===== config.mk =====
export PLATFORM = sky130hd
export DESIGN_NAME = comm_frame_deserializer
export DESIGN_NICKNAME = d
export VERILOG_FILES = /design/src/rtl/comm_frame_deserializer.sv
export SDC_FILE = /design/constraint.sdc
export NUM_CORES = 1
export LEC_CHECK = 0
export ABC_AREA = 1
export CORE_AREA = 2 2 105 107
export DETAILED_ROUTE_END_ITERATION = 12
export DIE_AREA = 0 0 107 109
export PLACE_DENSITY = 0.6
export SYNTH_ARGS = -nofsm -noshare
export SYNTH_HDL_FRONTEND = slang
export SYNTH_SLANG_ARGS = --single-unit
export TNS_END_PERCENT = 1

===== constraint.sdc =====
create_clock -name clock -period 6.85 [get_ports clock]
set_clock_uncertainty 0.1 [all_clocks]
set_input_delay 1.37 -clock clock [delete_from_list [all_inputs] [get_ports clock]]
set_output_delay 1.37 -clock clock [all_outputs]
set_load 0.005 [all_outputs]

===== src/rtl/comm_frame_deserializer.sv =====
// Serial frame receiver for the pong link: start, DATA_BITS payload (LSB first),
// even parity, stop. Each good frame is handed to the message decoder via valid/ack.
//
// state     | meaning
// IDLE      | line idle, waiting for a falling edge on sync_in
// START     | timing to mid start bit to confirm it is not a glitch
// DATA      | sampling payload bits at each bit-period boundary
// PARITY    | sampling the parity bit
// STOP      | sampling the stop bit and deciding accept/drop
// WAIT_IDLE | framing error seen; hold until the line returns high
module comm_frame_deserializer #(
  parameter int CLKS_PER_BIT = 434,
  parameter int DATA_BITS    = 24
) (
  input  logic                 clock,
  input  logic                 reset,
  input  logic                 serial_in,
  output logic [DATA_BITS-1:0] message_word,
  output logic                 message_valid,
  input  logic                 message_acked,
  output logic                 parity_error,
  output logic                 framing_error,
  output logic                 overrun
);

  localparam int TIMER_W = $clog2(CLKS_PER_BIT);
  localparam int IDX_W   = $clog2(DATA_BITS + 1);
  localparam logic [TIMER_W-1:0] FULL_LAST = TIMER_W'(CLKS_PER_BIT - 1);
  localparam logic [TIMER_W-1:0] HALF_LAST = TIMER_W'(CLKS_PER_BIT / 2 - 1);
  localparam logic [IDX_W-1:0]   LAST_BIT  = IDX_W'(DATA_BITS - 1);

  typedef enum logic [2:0] {
    IDLE, START, DATA, PARITY, STOP, WAIT_IDLE
  } state_t;

  state_t               state, state_next;
  logic                 sync_meta, sync_in;
  logic [TIMER_W-1:0]   timer;
  logic [IDX_W-1:0]     bit_index;
  logic [DATA_BITS-1:0] shift_reg;
  logic                 parity_ok;
  logic                 bit_tick;
  logic                 accept, parity_fail, frame_fail, overrun_hit;

  always_ff @(posedge clock or posedge reset) begin
    if (reset) begin
      sync_meta <= 1'b1;
      sync_in   <= 1'b1;
    end else begin
      sync_meta <= serial_in;
      sync_in   <= sync_meta;
    end
  end

  // START samples at half a bit so the following full-period samples land mid-bit.
  always_comb begin
    bit_tick = 1'b0;
    if (state == START)
      bit_tick = (timer == HALF_LAST);
    else if (state inside {DATA, PARITY, STOP})
      bit_tick = (timer == FULL_LAST);
  end

  always_ff @(posedge clock or posedge reset) begin
    if (reset) state <= IDLE;
    else       state <= state_next;
  end

  always_comb begin
    state_next = state;
    case (state)
      IDLE:      if (!sync_in) state_next = START;
      START:     if (bit_tick) state_next = sync_in ? IDLE : DATA;
      DATA:      if (bit_tick && bit_index == LAST_BIT) state_next = PARITY;
      PARITY:    if (bit_tick) state_next = STOP;
      STOP:      if (bit_tick) state_next = sync_in ? IDLE : WAIT_IDLE;
      WAIT_IDLE: if (sync_in) state_next = IDLE;
      default:   state_next = IDLE;
    endcase
  end

  always_comb begin
    frame_fail  = 1'b0;
    parity_fail = 1'b0;
    accept      = 1'b0;
    overrun_hit = 1'b0;
    if (state == STOP && bit_tick) begin
      if (!sync_in)
        frame_fail = 1'b1;
      else if (!parity_ok)
        parity_fail = 1'b1;
      else if (!message_valid || message_acked)
        accept = 1'b1;
      else
        overrun_hit = 1'b1;
    end
  end

  always_ff @(posedge clock or posedge reset) begin
    if (reset) begin
      timer     <= '0;
      bit_index <= '0;
      shift_reg <= '0;
      parity_ok <= 1'b0;
    end else begin
      if (state_next != state || bit_tick)
        timer <= '0;
      else if (state != IDLE && state != WAIT_IDLE)
        timer <= timer + TIMER_W'(1);

      if (state != DATA)
        bit_index <= '0;
      else if (bit_tick)
        bit_index <= bit_index + IDX_W'(1);

      if (state == DATA && bit_tick)
        shift_reg <= {sync_in, shift_reg[DATA_BITS-1:1]};

      if (state == PARITY && bit_tick)
        parity_ok <= ~(^shift_reg ^ sync_in);
    end
  end

  // A same-cycle ack and acceptance reloads the word without dropping valid.
  always_ff @(posedge clock or posedge reset) begin
    if (reset) begin
      message_word  <= '0;
      message_valid <= 1'b0;
      parity_error  <= 1'b0;
      framing_error <= 1'b0;
      overrun       <= 1'b0;
    end else begin
      parity_error  <= parity_fail;
      framing_error <= frame_fail;
      overrun       <= overrun_hit;
      if (accept) begin
        message_word  <= shift_reg;
        message_valid <= 1'b1;
      end else if (message_acked) begin
        message_valid <= 1'b0;
      end
    end
  end

endmodule


==> impl_metrics.yaml <==
outcome:
  status: "finished, final reports clean"
placement:
  port_buffers: 31
  hpwl_um: 4716
  gp_congestion: 0.8380
  dp.cells: 607
power:
  p_seq_share_pct: 55.5
  p_int_mw: 0.6066
  p_leak_nw: 1.979
  power.total_mw: 0.7680
  switching_share_pct: 21.02
  p_sw_mw: 0.1614
  ir_drop_uv: 98.73
  p_per_area_nw_per_um2: 183.4
  pwr-share-clk_pct: 42.8
  p_comb_share_pct: 1.6
worst_setup_path:
  worstSetupStartpointType: "primary input"
  end_kind: "register"
  ff2ff_path_depth: 8
  crit_fanout: 49
  r2r_end: "message_word[10]$_DFFE_PP0P_"
  worstPathRequired_ps: 6990
  crit_type: "primary input to register"
  worst-r2r-setup-slack_ps: 4250
  r2r_start: "timer[1]$_DFFE_PP0P_"
  arrival_ps: 3200
synth:
  muxShareOfSynthArea_pct: 0
  synth.most_common_cell: "nand2_1"
  syn-cell-area_um2: 3586
  avgSynthCellArea_um2: 8.022
  yosys_warnings: 0
  synth_top_cell_by_area: "dfrtp_1"
  synth_top_family_by_area: "simple AND/OR/NAND/NOR gates"
  synth_seq_cells: 72
  synthCells: 447
  synth_xor_area_share_pct: 3.419
  ys_seq_area_share_pct: 50.31
  synthFlopType: "dfrtp_1"
  synth-edff-count: 0
  synth_compound_area_share_pct: 8.688
  async_flop_share_pct: 100.0
  yosys-top-cells-area: "dfrtp_1 49%, nand2_1 17%, inv_1 5.5%"
  netlist_top_cells_count: "158 x nand2_1, 70 x dfrtp_1, 53 x inv_1, 39 x o21ai_0, 23 x nor2_1"
  synth_nets: 455
  yosys.area_share.simple_pct: 27.98
  ys_types: 30
  synth_fa_ha_area_share_pct: 1.396
  synth_top_area_share_pct: 48.85
grt:
  grt_overflow: 0
  grt_use_total_pct: 13.07
  grt_max_degree: 73
  antenna_found_initial: 0
  grt_pass1_vias: 2767
  grt_pass1_wl_um: 12010
min_path:
  hold_path_class: "register to register"
  hp-start: "sync_meta$_DFF_PP1_"
  holdPathStages: 0
  hold_end: "sync_in$_DFF_PP1_"
clocking:
  clock_latency_ps: 340
  cts.clk_slew.worst_paths_ps: 70
  htreeDepth: 3
  cts_max_path_buffers: 2
  postCtsHoldBufs: 0
  post_cts_buffers: 0
  post_cts_resized: 0
  cts_root_buf: "clkbuf_8"
  cts_inserted_buffers: 9
  clock_sinks: 72
  cts_tree: "done"
sta:
  hold_violations: 0
  period_needed_ps: 3064
  setup_tns_ps: 0
  worstMarginPinSlew_ps: 925.2
  slew_headroom_pct: 38.32
  setup_viol: 0
  drv_slew: 0
  finalCritPeriodShare_pct: 44.72
  rsz0062_at_grt: "false"
  fmax_mhz: 326.4
detailed_routing:
  viasPerCell: 4.462
  vias: 2780
  dr.pass1.iters: 5
  wirelength_um: 6862
  first_iter_violations: 104
  drc: 0
  ant_nets: 0
  wire_per_inst_um: 11.01
finish:
  fin_nets: 486
  multi_input_area_um2: 1488
  final_util_pct: 39.49
  fillers: 1074
  syn_to_final_growth_pct: 16.75
  ff_latch_area_um2: 1804
  final_cells: 623
  n_antenna_cell: 0
  drive_gt1_share_pct: 8.903
floorplanning:
  die_height_um: 109
  core_um2: 10600
  fp.dieArea_um2: 11660
  die_w_um: 107
  start_util_pct: 33.82
  fp-row-count: 38
  ios: 32
job:
  drv_cap: 0
critical path, stage by stage:
cell             delay (ps)
clkdlybuf4s50_1         460
nor2_1                   50
nor3_1                  190
nand3_2                 660
o21ai_0                 440
kinds of logic (layout without fill, tap and decap cells):
family / after synthesis / count (layout)
AOI/OAI and AO/OA: 58 / 58
xor gates and xnor gates: 14 / 14
adders and majority gates: 4 / 4
buffers and inverters: 68 / 104
DFF: 72 / 72
and+or+nand+nor: 231 / 231
per-layer routing:
metal,track usage [%],routed length (µm),part of all wire [%]
met1,15.71,3285,48
met2,22.20,3228,47
met3,3.407,221,3.2
met4,5.659,127,1.9
met5,0,0,0
worst max path at each step:
stage / from / to / depth (start not counted)
after floorplan: reset / bit_index[0]$_DFFE_PP0P_ / 1
after global placement: message_acked / message_word[11]$_DFFE_PP0P_ / 5
after detailed placement: message_acked / message_word[10]$_DFFE_PP0P_ / 5
after CTS: message_acked / message_word[10]$_DFFE_PP0P_ / 5
after global routing: message_acked / message_word[0]$_DFFE_PP0P_ / 5
final: message_acked / message_word[10]$_DFFE_PP0P_ / 5
layout make-up:
| cell class | count | area share [%] |
|---|---|---|
| Clock buffer | 13 | 3.556 |
| Clock inverter | 3 | 1.016 |
| Inverter | 56 | 5.021 |
| Multi-Input combinational cell | 307 | 35.54 |
| Sequential cell | 72 | 43.10 |
| Tap cell | 140 | 4.184 |
| Timing Repair Buffer | 32 | 7.591 |
cell usage in the layout (no fill, tap or decap), drive strengths merged:
cell | netlist | layout
nand3 | 28 | 28
nor3 | 6 | 6
ha | 4 | 4
dfstp | 2 | 2
buf | 8 | 1
bufinv | 0 | 1
xor2 | 9 | 9
nand2 | 165 | 165
a21oi | 2 | 2
o21ai | 55 | 55
clkinv | 0 | 1
clkdlybuf4s50 | 0 | 31
clkinvlp | 0 | 1
nor2 | 26 | 26
inv | 56 | 56
xnor2 | 5 | 5
nor4 | 2 | 2
o21bai | 1 | 1
dfrtp | 70 | 70
nand4 | 4 | 4
clkbuf | 4 | 13
stage by stage:
step | hold WS (ps) | cell area [µm²] | worst slack (ps)
5_1_grt | 272.7 | 4187 | 3533
3_5_place_dp | 253.5 | 3995 | 3334
6_report | 264.3 | 4187 | 3786
4_1_cts | 264.2 | 4187 | 3737
2_1_floorplan | 245.2 | 3586 | 3558
3_3_place_gp | 251.7 | 3995 | 3513
power groups by stage:
| stage | Sequential (mW) | Clock (mW) | Combinational, mW |
|---|---|---|---|
| floorplan | 0.434 | 0 | 0.00797 |
| global placement | 0.435 | 0 | 0.0133 |
| detailed placement | 0.435 | 0 | 0.0136 |
| CTS | 0.426 | 0.344 | 0.0136 |
| global route | 0.426 | 0.360 | 0.0148 |
| finish | 0.426 | 0.329 | 0.0125 |
No activity file was read; power rests on OpenSTA's default activity.
